File: src/rtl/fp_mul_arbiter.sv
// Round-robin front end sharing one fixed-latency pipelined FP32 multiplier.
// Tracks issued operations with an ID tag pipeline and steers results back.
module fp_mul_arbiter #(
   parameter int NUM_REQ     = 4,
   parameter int DATA_WIDTH  = 32,
   parameter int MUL_LATENCY = 3
) (
   input  logic                                 clk,
   input  logic                                 rst_n,
   input  logic [NUM_REQ-1:0]                   req_valid,
   input  logic [NUM_REQ*DATA_WIDTH-1:0]        req_a,
   input  logic [NUM_REQ*DATA_WIDTH-1:0]        req_b,
   output logic [NUM_REQ-1:0]                   req_ready,
   input  logic                                 flush,
   output logic [DATA_WIDTH-1:0]                mul_a,
   output logic [DATA_WIDTH-1:0]                mul_b,
   input  logic [DATA_WIDTH-1:0]                mul_result,
   output logic [NUM_REQ-1:0]                   rsp_valid,
   output logic [DATA_WIDTH-1:0]                rsp_data,
   output logic                                 busy,
   output logic [$clog2(MUL_LATENCY+2)-1:0]     inflight
);

   localparam int ID_W  = (NUM_REQ > 1) ? $clog2(NUM_REQ) : 1;
   localparam int CNT_W = $clog2(MUL_LATENCY + 2);

   if (DATA_WIDTH != 32) begin : g_bad_width
      $fatal(1, "fp_mul_arbiter: DATA_WIDTH must be 32");
   end

   logic [ID_W-1:0]       rr_ptr_q, rr_ptr_d;
   logic [DATA_WIDTH-1:0] mul_a_q, mul_a_d;
   logic [DATA_WIDTH-1:0] mul_b_q, mul_b_d;
   logic [MUL_LATENCY:0]  tag_v_q, tag_v_d;
   logic [ID_W-1:0]       tag_id_q [MUL_LATENCY+1];
   logic [ID_W-1:0]       tag_id_d [MUL_LATENCY+1];

   logic                  gnt_found_s;
   logic [ID_W-1:0]       gnt_id_s;
   int                    cand_s;
   logic                  hs_s;
   logic [CNT_W-1:0]      inflight_s;

   // Search requests starting at the round-robin pointer, wrapping modulo NUM_REQ.
   always_comb begin
      gnt_found_s = 1'b0;
      gnt_id_s    = '0;
      cand_s      = 0;
      for (int k = 0; k < NUM_REQ; k++) begin
         cand_s = int'(rr_ptr_q) + k;
         if (cand_s >= NUM_REQ) begin
            cand_s = cand_s - NUM_REQ;
         end else begin
            cand_s = cand_s;
         end
         if (!gnt_found_s && req_valid[cand_s]) begin
            gnt_found_s = 1'b1;
            gnt_id_s    = ID_W'(cand_s);
         end else begin
            gnt_found_s = gnt_found_s;
         end
      end
   end

   // Grant is suppressed during reset and flush; the multiplier never stalls.
   always_comb begin
      req_ready = '0;
      if (rst_n && !flush && gnt_found_s) begin
         req_ready[gnt_id_s] = 1'b1;
      end else begin
         req_ready = '0;
      end
   end

   assign hs_s = |(req_valid & req_ready);

   // Next-state for pointer, operand registers and the ID tag pipeline.
   always_comb begin
      rr_ptr_d = rr_ptr_q;
      mul_a_d  = '0;
      mul_b_d  = '0;
      if (hs_s) begin
         rr_ptr_d = (gnt_id_s == ID_W'(NUM_REQ - 1)) ? '0 : gnt_id_s + ID_W'(1);
         mul_a_d  = req_a[gnt_id_s*DATA_WIDTH +: DATA_WIDTH];
         mul_b_d  = req_b[gnt_id_s*DATA_WIDTH +: DATA_WIDTH];
      end else begin
         rr_ptr_d = rr_ptr_q;
      end
      tag_v_d[0]  = hs_s;
      tag_id_d[0] = gnt_id_s;
      for (int k = 1; k <= MUL_LATENCY; k++) begin
         tag_v_d[k]  = tag_v_q[k-1];
         tag_id_d[k] = tag_id_q[k-1];
      end
      if (flush) begin
         tag_v_d = '0;
      end else begin
         tag_v_d = tag_v_d;
      end
   end

   // State registers with synchronous active-low reset.
   always_ff @(posedge clk) begin
      if (!rst_n) begin
         rr_ptr_q <= '0;
         mul_a_q  <= '0;
         mul_b_q  <= '0;
         tag_v_q  <= '0;
         for (int k = 0; k <= MUL_LATENCY; k++) begin
            tag_id_q[k] <= '0;
         end
      end else begin
         rr_ptr_q <= rr_ptr_d;
         mul_a_q  <= mul_a_d;
         mul_b_q  <= mul_b_d;
         tag_v_q  <= tag_v_d;
         for (int k = 0; k <= MUL_LATENCY; k++) begin
            tag_id_q[k] <= tag_id_d[k];
         end
      end
   end

   // The last tag stage lines up with mul_result and drives the response pulse.
   always_comb begin
      rsp_valid = '0;
      if (rst_n && !flush && tag_v_q[MUL_LATENCY]) begin
         rsp_valid[tag_id_q[MUL_LATENCY]] = 1'b1;
      end else begin
         rsp_valid = '0;
      end
   end

   // Population count of valid tag entries.
   always_comb begin
      inflight_s = '0;
      for (int k = 0; k <= MUL_LATENCY; k++) begin
         inflight_s = inflight_s + CNT_W'(tag_v_q[k]);
      end
   end

   assign mul_a    = mul_a_q;
   assign mul_b    = mul_b_q;
   assign rsp_data = mul_result;
   assign inflight = inflight_s;
   assign busy     = |tag_v_q;

endmodule

File: config.mk
export PLATFORM = sky130hd
export DESIGN_NAME = fp_mul_arbiter
export DESIGN_NICKNAME = d
export VERILOG_FILES = /design/src/rtl/fp_mul_arbiter.sv
export SDC_FILE = /design/constraint.sdc
export NUM_CORES = 1
export LEC_CHECK = 0
export ABC_AREA = 1
export BUFFER_PORTS_ARGS = -buffer_cell sky130_fd_sc_hd__buf_2
export CAP_MARGIN = 20
export CORE_AREA = 4 4 152 154
export DETAILED_ROUTE_END_ITERATION = 6
export DIE_AREA = 0 0 156 158
export GPL_TIMING_DRIVEN = 0
export PLACE_DENSITY = 0.49
export SYNTH_ARGS = -nofsm -noshare
export SYNTH_HDL_FRONTEND = slang
export SYNTH_SLANG_ARGS = --single-unit
File: constraint.sdc
create_clock -name clk -period 3.6 [get_ports clk]
set_input_delay 0.36 -clock clk [delete_from_list [all_inputs] [get_ports clk]]
set_output_delay 0.36 -clock clk [all_outputs]
set_load 0.05 [all_outputs]
==> qor.txt, run 1 <==
Status = finished clean
Largest family of logic cells by synthesized area = simple AND/OR/NAND/NOR gates
Clock latency at the later pin of the worst-skew pair = 0.34 ns
Syn_area_per_cell = 6.496 sq um
Dominant cells by area after synthesis = dfxtp_1 34%, nand2_1 26%, a31oi_1 8.8%, o211ai_1 6.9%, buf_4 6.0%
WS Path Type = register to output port
Sequential element share of the synthesized area = 0.3439
Hold Crit Class = input pin to register
TritonCTS Sinks = 78
RSZ-0062 raised after global routing = no
Post-synthesis compound-gate area fraction = 0.1609
Diodes inserted = 0
Reg2reg end = mul_a[11]
Reg-to-reg critical path startpoint = rr_ptr_q[0]
CTS Buffer Depth = 2
Placed Instances = 1348
Pwr Density = 819.9 mW/mm^2
Congestion Overflow GR = 0
Final Hold Viols = 0
Post-Synth Adder-Cell Area = 0.01543
WHS Endpoint = mul_a[10]
Measured slew at the worst slew-check pin = 0.6314 ns
Final ANT Viol Nets = 0
Setup-failing EPs final = 0
Synth Net Count = 999
Area of the die = 0.02465 sq mm
Fin util = 0.3256
Initial Util = 0.2094
CP endpoint kind = output port
Clock-pin slew on the worst setup and hold paths = 0.07 ns
Fin cells = 1362
Yosys top cell area share = 0.3439
Ys Warns = 0
Routed WL = 23230 microns
Final net count = 1377
GRT Total Usage = 0.1744
Fin Clk Skew = 0.009117 ns
1st-pass router iterations = 4
Ratio of cells with drive above 1 in the final layout = 0.4307
Wire length of the first global-routing pass = 32730 microns
Headroom to the max-slew limit = 0.5791
Syn-to-layout area delta = 55.52%
Post-CTS setup buffer count = 0
Commonest cells after routing, fill and taps aside = 397 x buf_2, 316 x nand2_1, 78 x dfxtp_1
HPWL Detailed = 18840 microns
IO Port Bufs = 369
Detailed-route wire length per cell = 17.05 microns
Placer congestion estimate = 0.8268
Static leakage = 4.014 nW
Slowest CP cell = dfxtp_1
# IOs = 403
Critical-path cell list = inv_2, buf_6, nand2_1, nand2_1, nand2_1, nand2_2, nor2_4, nand3b_1, nand3_2, buf_4, ha_1, inv_1, nor2_1, buf_2
Largest net degree at the start of global routing = 17
Netlist Area Pre-Place = 0.004541 sq mm
Die Y-Extent = 158 microns
WP data arrival = 2.83 ns
CTS tree = built
Vias in the first global route = 5693
Crit share post-route = 0.8869
Most common cell after layout, fill and taps aside = buf_2
R2R cell count = 19
H-tree Lvls = 3
Synth Area in Simple Gates = 0.3136
Internal reg-to-reg setup slack = 0.47 ns
Critical Path RT = 3.24 ns
CP Launch Type = register
Flops & latches, synth = 78
Hold Startpoint = req_a[42]
CP peak stage delay = 0.46 ns
Clock root buffer = clkbuf_16
Synth Area in XOR/XNOR = 0
Worst Hold Path Cells = 3
Slew Viols, Final = 0
Setup_tns = 0 ns
Vias/cell = 4.306
Area leader, netlist = dfxtp_1
VDD IR-drop max = 0.0003419 V
Post-route DRC = 0
Min cycle time layout = 3.193 ns
Starting DRT DRC Count = 247
Distinct cells, synth = 25
DIE WIDTH = 156 microns
Post-synthesis mux area share = 0
Achievable Freq = 313.2 MHz
Initial antenna violation count = 0
Worst Path Max Fanout = 19
Critical Path Most Common Cell = nand2_1
Via count = 5865
Mapped Cells = 699
Max Cap Viol = 0
CTS Buf Count = 9
Placeable Area = 0.02169 sq mm
Std cell rows = 54
## flip-flops by register name, indices dropped and copies added (netlist names)
register and count:
mul_a 32, mul_b 32, tag_id_q 8, tag_v_q 4
rr_ptr_q 2
## metrics by stage
step | hold WS (ns) | area [sq um] | power (mW) | setup slack, ns
4_1_cts | 0.2618 | 7059 | 5.925 | 0.1628
5_1_grt | 0.2701 | 7062 | 6.303 | 0.1619
3_5_place_dp | 0.3981 | 6738 | 4.913 | -0.04562
3_3_place_gp | 0.3922 | 6738 | 4.929 | -0.06715
6_report | 0.2762 | 7062 | 5.790 | 0.4073
2_1_floorplan | 0.3905 | 4541 | 3.617 | 0.4410
## where the power goes
group | switching (mW) | internal [mW] | total, mW
Clock | 0.396 | 0.596 | 0.992
Sequential | 0.0426 | 1.03 | 1.08
Combinational | 2.71 | 1.01 | 3.72
## layer usage
metal / vias to the layer above / GRT usage / wire (microns)
met4: 0 / 0.06294 / 618
met3: 30 / 0.05085 / 2026
met2: 274 / 0.3022 / 11480
li1: 2962 / - / -
met5: - / 0 / 0
met1: 2599 / 0.2052 / 9096
## critical path: cells and delay by family, from the launching register on
kind / cells / cell delay [ns]
AND/OR/NAND/NOR: 8 / 0.91
adder cells (fa/ha/maj): 1 / 0.24
flip-flops: 1 / 0.46
buffers and inverters: 5 / 0.86
## area by class of cell
| class | instances | area (sq um) |
|---|---|---|
| fillers | 2461 | 14630 |
| multi-input cells | 472 | 2237 |
| repair buffers | 369 | 1847 |
| flip-flops and latches | 78 | 1562 |
| plain buffers | 73 | 466.7 |
| well taps | 280 | 350.3 |
| inverters | 74 | 279.0 |
| clock buffers | 12 | 266.5 |
| clock inverters | 4 | 53.80 |
## cell usage after synthesis
cell type  number
inv_2           3
o21ai_1         1
nor2_8          1
nor2_2          2
nor2_4          1
a31oi_1        64
nand3_1        12
nand3_2         2
buf_2          29
clkbuf_1        7
nor3_1          4
o211ai_1       42
buf_6           3
nand2_1       316
nand2_2         4
fa_1            1
nor2_1         13
nand3b_1        1
nand4_1         2
clkinv_2        1
dfxtp_1        78
a21oi_1         2
ha_1            4
inv_1          70
buf_4          36
## kinds of logic (layout without fill, tap and decap cells)
logic type	Yosys count	count (layout)
and+or+nand+nor	358	358
AOI/OAI and AO/OA	109	109
buffers and inverters	149	532
DFF	78	78
adders and majority gates	5	5
## how the worst max path moves through the flow
stage,startpoint,to
after floorplan,rr_ptr_q[0],mul_a[10]
after global placement,rr_ptr_q[0],mul_a[11]
after detailed placement,rr_ptr_q[0],mul_a[11]
after CTS,rr_ptr_q[0],req_ready[3]
after global routing,rr_ptr_q[0],req_ready[3]
final,rr_ptr_q[0],req_ready[3]
## what timing repair did
| action | in CTS | in global routing |
|---|---|---|
| pin swaps | 0 | 0 |
| resized for setup | 1 | 1 |
| setup endpoints to repair | 11 | 11 |
| hold buffers | 0 | 0 |
(Power assumes the default switching activity.)
==> run 2: changes to the inputs <==
ABC_CLOCK_PERIOD_IN_PS = 3600   (was default)
GPL_TIMING_DRIVEN = default   (was 0)
==> qor.txt, run 2 (same netlist as run 1, synthesis figures left out) <==
Status = finished clean (unchanged)
Starting DRT DRC Count = 252 (was 247)
CTS Buffer Depth = 2 (unchanged)
Setup-failing EPs final = 0 (unchanged)
Sw Share = 0.5441 (was 0.5435)
1st-pass router iterations = 4 (unchanged)
Hold_buf cts = 0 (unchanged)
Initial Util = 0.2094 (unchanged)
Die Y-Extent = 158 microns (unchanged)
DIE WIDTH = 156 microns (unchanged)
Post-CTS sizing = 0 (was 1)
Max Cap Viol = 0 (unchanged)
WS Path Type = register to output port (unchanged)
Clock root buffer = clkbuf_16 (unchanged)
Slew Viols, Final = 0 (unchanged)
Fin Clk Skew = 0.005643 ns (was 0.009117 ns)
Placeable Area = 0.02169 sq mm (unchanged)
Tot Pwr = 5.205 mW (was 5.790 mW)
Final net count = 1283 (was 1377)
IO Port Bufs = 338 (was 369)
Fin cells = 1267 (was 1362)
Crit share post-route = 0.8492 (was 0.8869)
Post-CTS setup buffer count = 0 (unchanged)
Cell area after layout = 0.006470 sq mm (was 0.007062 sq mm)
Final ANT Viol Nets = 0 (unchanged)
Routed WL = 20190 microns (was 23230 microns)
Placer congestion estimate = 0.8228 (was 0.8268)
Detailed-route wire length per cell = 15.93 microns (was 17.05 microns)
RSZ-0062 raised after global routing = no (unchanged)
CP endpoint kind = output port (unchanged)
Clock-pin slew on the worst setup and hold paths = 0.07 ns (about the same)
Congestion Overflow GR = 0 (unchanged)
Headroom to the max-slew limit = 0.5427 (was 0.5791)
VDD IR-drop max = 0.0003230 V (was 0.0003419 V)
TritonCTS Sinks = 78 (unchanged)
Vias in the first global route = 5253 (was 5693)
WP data arrival = 2.70 ns (was 2.83 ns)
CTS tree = built (unchanged)
Area of the die = 0.02465 sq mm (unchanged)
Post-route DRC = 0 (unchanged)
Placed Instances = 1252 (was 1348)
Worst Path Max Fanout = 22 (was 19)
Min cycle time layout = 3.057 ns (was 3.193 ns)
Clock latency at the later pin of the worst-skew pair = 0.34 ns (about the same)
Static leakage = 3.615 nW (was 4.014 nW)
CTS Buf Count = 9 (unchanged)
Final Hold Viols = 0 (unchanged)
Wire length of the first global-routing pass = 28880 microns (was 32730 microns)
# IOs = 403 (unchanged)
Syn-to-layout area delta = 42.49% (was 55.52%)
Hold Startpoint = req_b[54] (was req_a[42])
Largest net degree at the start of global routing = 63 (was 17)
Achievable Freq = 327.1 MHz (was 313.2 MHz)
Measured slew at the worst slew-check pin = 0.6860 ns (was 0.6314 ns)
CP startpoint = rr_ptr_q[0] (unchanged)
Std cell rows = 54 (unchanged)
Most common cell after layout, fill and taps aside = buf_2 (unchanged)
Comb pwr share = 0.628 (was 0.643)
Hold Crit Class = input pin to register (unchanged)
CP Launch Type = register (unchanged)
Reg-to-reg critical path startpoint = rr_ptr_q[0] (unchanged)
Commonest cells after routing, fill and taps aside = 338 x buf_2, 316 x nand2_1, 77 x dfxtp_1 (was 397 x buf_2, 316 x nand2_1, 78 x dfxtp_1)
Diodes inserted = 0 (unchanged)
DP Area = 0.006212 sq mm (was 0.006738 sq mm)
Clock share of power = 0.163 (was 0.171)
Reg power frac = 0.209 (was 0.186)
HPWL Detailed = 15900 microns (was 18840 microns)
Initial antenna violation count = 0 (unchanged)
Internal power = 2.373 mW (was 2.643 mW)
Ratio of cells with drive above 1 in the final layout = 0.3820 (was 0.4307)
Critical Path RT = 3.24 ns (about the same)
Via count = 5449 (was 5865)
Vias/cell = 4.301 (was 4.306)
H-tree Lvls = 3 (unchanged)
GRT Total Usage = 0.1518 (was 0.1744)
Pwr Density = 804.5 mW/mm^2 (was 819.9 mW/mm^2)
Setup_tns = 0 ns (unchanged)
Net Switching = 2.832 mW (was 3.147 mW)
-- run 2: metal layers --
metal  wire, microns  global-route usage  up-vias
li1                -                   -     2769
met1            7781              0.1694     2361
met2           10110              0.2739      286
met3            1733             0.03964       33
met4             558             0.06294        0
met5               0                   0        -
-- run 2: final timing paths --
kind,end,slack (ns),cells past startpoint
hold reg to reg,tag_id_q[3][1],0.41,2
hold / removal,mul_b[22],0.28,3
setup reg to reg,rr_ptr_q[0],0.71,17
setup / recovery,req_ready[2],0.54,12
-- run 2: area by class of cell --
class	count	area [sq um]
inverters	74	279.0
repair buffers	348	1779
clock buffers	10	229.0
clock inverters	5	27.53
multi-input cells	472	2242
well taps	280	350.3
flip-flops and latches	78	1563
fillers	2439	15220
-- run 2: through the flow --
step | utilization | hold slack (ns) | setup slack [ns]
5_1_grt | 0.2983 | 0.2707 | 0.2248
3_3_place_gp | 0.2864 | 0.3913 | 0.5053
3_5_place_dp | 0.2864 | 0.3960 | 0.5189
4_1_cts | 0.2983 | 0.2622 | 0.3102
6_report | 0.2983 | 0.2845 | 0.5429
2_1_floorplan | - | 0.3905 | 0.4410
-- run 2: power groups by stage --
| stage | clock, mW | combinational [mW] | sequential (mW) |
|---|---|---|---|
| 6_report | 0.849 | 3.27 | 1.09 |
| 3_3_place_gp | 0 | 3.33 | 1.11 |
| 3_5_place_dp | 0 | 3.30 | 1.10 |
| 5_1_grt | 0.927 | 3.62 | 1.10 |
| 4_1_cts | 0.890 | 3.30 | 1.09 |
| 2_1_floorplan | 0 | 2.09 | 1.53 |
-- run 2: worst max-delay path, cell delays in order, from the launching register on --
cell      delay, ns
dfxtp_2        0.48
inv_2          0.15
nand2_1        0.08
nand2_1        0.07
nand2_1        0.10
nand2_2        0.10
nor2_4         0.13
nand3b_1       0.13
nand3_4        0.30
buf_4          0.35
nand3_1        0.13
inv_1          0.07
buf_2          0.26
==> run 3: changes to the inputs <==
ABC_AREA = 0   (was 1)
ABC_CLOCK_PERIOD_IN_PS = 3030   (was 3600)
CORE_AREA = 4 4 155 157   (was 4 4 152 154)
DIE_AREA = 0 0 159 161   (was 0 0 156 158)
PLACE_DENSITY = 0.47   (was 0.49)
clock period = 3.03 ns   (was 3.6 ns; I/O delays follow)
==> qor.txt, run 3 <==
FILL cells = 2381 (was 2439)
CP peak stage delay = 0.46 ns (was 0.48 ns)
DIE WIDTH = 159 microns (was 156 microns)
Via count = 4009 (was 5449)
Sw Share = 0.3490 (was 0.5441)
Syn_area_per_cell = 11.30 sq um (was 6.496 sq um)
Vias in the first global route = 4272 (was 5253)
Wire length of the first global-routing pass = 23160 microns (was 28880 microns)
Max Cap Viol = 0 (unchanged)
RSZ-0062 raised after global routing = no (unchanged)
Cell area after layout = 0.006475 sq mm (was 0.006470 sq mm)
CP Launch Type = register (unchanged)
Post-CTS setup buffer count = 0 (unchanged)
Commonest cells after routing, fill and taps aside = 338 x buf_2, 129 x mux2i_1, 78 x dfxtp_1 (was 338 x buf_2, 316 x nand2_1, 77 x dfxtp_1)
Min cycle time layout = 2.562 ns
Yosys top cell area share = 0.3508 (was 0.3439)
DP Area = 0.006188 sq mm (was 0.006212 sq mm)
Number of enable flip-flop cells after synthesis = 0 (unchanged)
Post-CTS sizing = 0 (unchanged)
Asr flop ratio synth = 0 (unchanged)
Critical-path cell list = a21oi_1, o21a_1, o22ai_2, inv_2, ha_1, a21oi_2, or3_4, buf_4, o22ai_1 (was inv_2, nand2_1, nand2_1, nand2_1, nand2_2, nor2_4, nand3b_1, nand3_4, buf_4, nand3_1, inv_1, buf_2)
Fin Clk Skew = 0.007629 ns (was 0.005643 ns)
Vias/cell = 4.095 (was 4.301)
Setup-failing EPs final = 0 (unchanged)
Dominant cells by area after synthesis = dfxtp_1 35%, mux2i_1 29%, o22ai_2 17%, buf_4 5.9%, buf_2 1.9% (was dfxtp_1 34%, nand2_1 26%, a31oi_1 8.8%, o211ai_1 6.9%, buf_4 6.0%)
Most common cell after layout, fill and taps aside = buf_2 (unchanged)
Diodes inserted = 0 (unchanged)
Clock root buffer = clkbuf_16 (unchanged)
Static leakage = 3.587 nW (was 3.615 nW)
Hold Crit Class = input pin to register (unchanged)
VDD IR-drop max = 0.0002276 V (was 0.0003230 V)
Status = finished clean (unchanged)
CTS Buf Count = 9 (unchanged)
Final Hold Viols = 0 (unchanged)
Final net count = 989 (was 1283)
H-tree Lvls = 3 (unchanged)
Ratio of cells with drive above 1 in the final layout = 0.6153 (was 0.3820)
Crit share post-route = 0.8456
Headroom to the max-slew limit = 0.6537 (was 0.5427)
Achievable Freq = 390.3 MHz
Starting DRT DRC Count = 105 (was 252)
Netlist Area Pre-Place = 0.004452 sq mm (was 0.004541 sq mm)
Synth Net Count = 694 (was 999)
Area of the die = 0.02560 sq mm (was 0.02465 sq mm)
Measured slew at the worst slew-check pin = 0.5195 ns (was 0.6860 ns)
Largest net degree at the start of global routing = 67 (was 63)
Most numerous cell in the Yosys netlist = mux2i_1 (was nand2_1)
HPWL Detailed = 12350 microns (was 15900 microns)
Critical Path RT = 3.22 ns (was 3.24 ns)
Slew Viols, Final = 0 (unchanged)
Worst Path Max Fanout = 31 (was 22)
Initial antenna violation count = 0 (unchanged)
Initial Util = 0.1978 (was 0.2094)
Sequential element share of the synthesized area = 0.3508 (was 0.3439)
Hold_buf cts = 0 (unchanged)
CTS tree = built (unchanged)
CP endpoint kind = register (was output port)
Routed WL = 14960 microns (was 20190 microns)
Detailed-route wire length per cell = 15.28 microns (was 15.93 microns)
Pwr Density = 516.2 mW/mm^2 (was 804.5 mW/mm^2)
Syn-to-layout area delta = 45.45% (was 42.49%)
Flops & latches, synth = 78 (unchanged)
Clock latency at the later pin of the worst-skew pair = 0.34 ns (about the same)
Final ANT Viol Nets = 0 (unchanged)
Congestion Overflow GR = 0 (unchanged)
Fin util = 0.2877 (was 0.2983)
TritonCTS Sinks = 78 (unchanged)
Ys Warns = 0 (unchanged)
Placeable Area = 0.02250 sq mm (was 0.02169 sq mm)
Clock-pin slew on the worst setup and hold paths = 0.06 ns (was 0.07 ns)
Net Switching = 1.166 mW (was 2.832 mW)
Area leader, netlist = dfxtp_1 (unchanged)
Commonest cells in the netlist = 129 x mux2i_1, 78 x dfxtp_1, 61 x o22ai_2, 35 x buf_4, 17 x buf_2 (was 316 x nand2_1, 78 x dfxtp_1, 70 x inv_1, 64 x a31oi_1, 42 x o211ai_1)
WS Path Type = register to register (was register to output port)
Comb pwr share = 0.349 (was 0.628)
Std cell rows = 55 (was 54)
Internal power = 2.176 mW (was 2.373 mW)
Slowest CP cell = dfxtp_1 (was dfxtp_2)
GRT Total Usage = 0.1116 (was 0.1518)
Clock share of power = 0.313 (was 0.163)
Die Y-Extent = 161 microns (was 158 microns)
Most used DFF post-synth = dfxtp_1 (unchanged)
CTS Buffer Depth = 2 (unchanged)
Reg power frac = 0.339 (was 0.209)
Mapped Cells = 394 (was 699)
# IOs = 403 (unchanged)
Post-route DRC = 0 (unchanged)
WP data arrival = 2.75 ns (was 2.70 ns)
Setup_tns = 0 ns (unchanged)
Distinct cells, synth = 31 (was 25)
1st-pass router iterations = 4 (unchanged)
Placer congestion estimate = 0.7246 (was 0.8228)
IO Port Bufs = 338 (unchanged)
==> run 3: kinds of logic (layout without fill, tap and decap cells) <==
group	count (synthesis)	after routing	share of synthesized area
adders and majority gates	5	5	0.01574
muxes	129	129	0.2901
DFF	78	78	0.3508
and+or+nand+nor	36	36	0.04272
AOI/OAI and AO/OA	74	74	0.1956
buffers and inverters	72	372	0.1051
==> run 3: stage by stage <==
step | cells | hold WS [ns] | total power [mW] | worst slack, ns
floorplan | 394 | 0.3798 | 2.101 | 0.6845
global placement | 963 | 0.4146 | 2.345 | 0.4938
detailed placement | 963 | 0.4223 | 2.340 | 0.4616
CTS | 979 | 0.1771 | 3.429 | 0.4453
global route | 979 | 0.2013 | 3.530 | 0.2584
finish | 979 | 0.2027 | 3.342 | 0.4677
==> run 3: worst max-delay path: cells and delay by family (launching register included) <==
family                   cells  cell delay, ns
AND/OR/NAND/NOR              1            0.18
adder cells (fa/ha/maj)      1            0.25
flip-flops                   1            0.46
AO/OA/AOI/OAI                5            1.00
buffers and inverters        2            0.53
==> run 3: power groups by stage <==
stage / sequential, mW / clock, mW / combinational (mW)
after floorplan: 1.41 / 0 / 0.688
after global placement: 1.16 / 0 / 1.19
after detailed placement: 1.16 / 0 / 1.18
after CTS: 1.13 / 1.11 / 1.18
after global routing: 1.14 / 1.14 / 1.25
final: 1.13 / 1.04 / 1.17
==> run 3: cell type report <==
| class | count | area [sq um] | area share |
|---|---|---|---|
| clock buffers | 12 | 256.5 | 0.03961 |
| flip-flops and latches | 78 | 1562 | 0.2412 |
| repair buffers | 345 | 1794 | 0.2771 |
| inverters | 11 | 41.29 | 0.006377 |
| clock inverters | 4 | 30.03 | 0.004638 |
| multi-input cells | 244 | 2435 | 0.3760 |
| well taps | 285 | 356.6 | 0.05507 |
==> run 3: final timing paths <==
check                  from              to  slack, ns  cells after the start
max             rr_ptr_q[1]       mul_a[24]       0.47                      9
min                   flush      tag_v_q[1]       0.20                      2
max reg2reg     rr_ptr_q[1]       mul_a[24]       0.47                      9
min reg2reg  tag_id_q[1][0]  tag_id_q[2][0]       0.43                      1
==> run 3: metal layers <==
layer / vias to the layer above / GRT usage / wire length (microns)
met1: 1734 / 0.1192 / 5664
li1: 2021 / - / -
met2: 234 / 0.1998 / 7552
met5: - / 0 / 0
met4: 0 / 0.03274 / 195
met3: 20 / 0.04925 / 1548
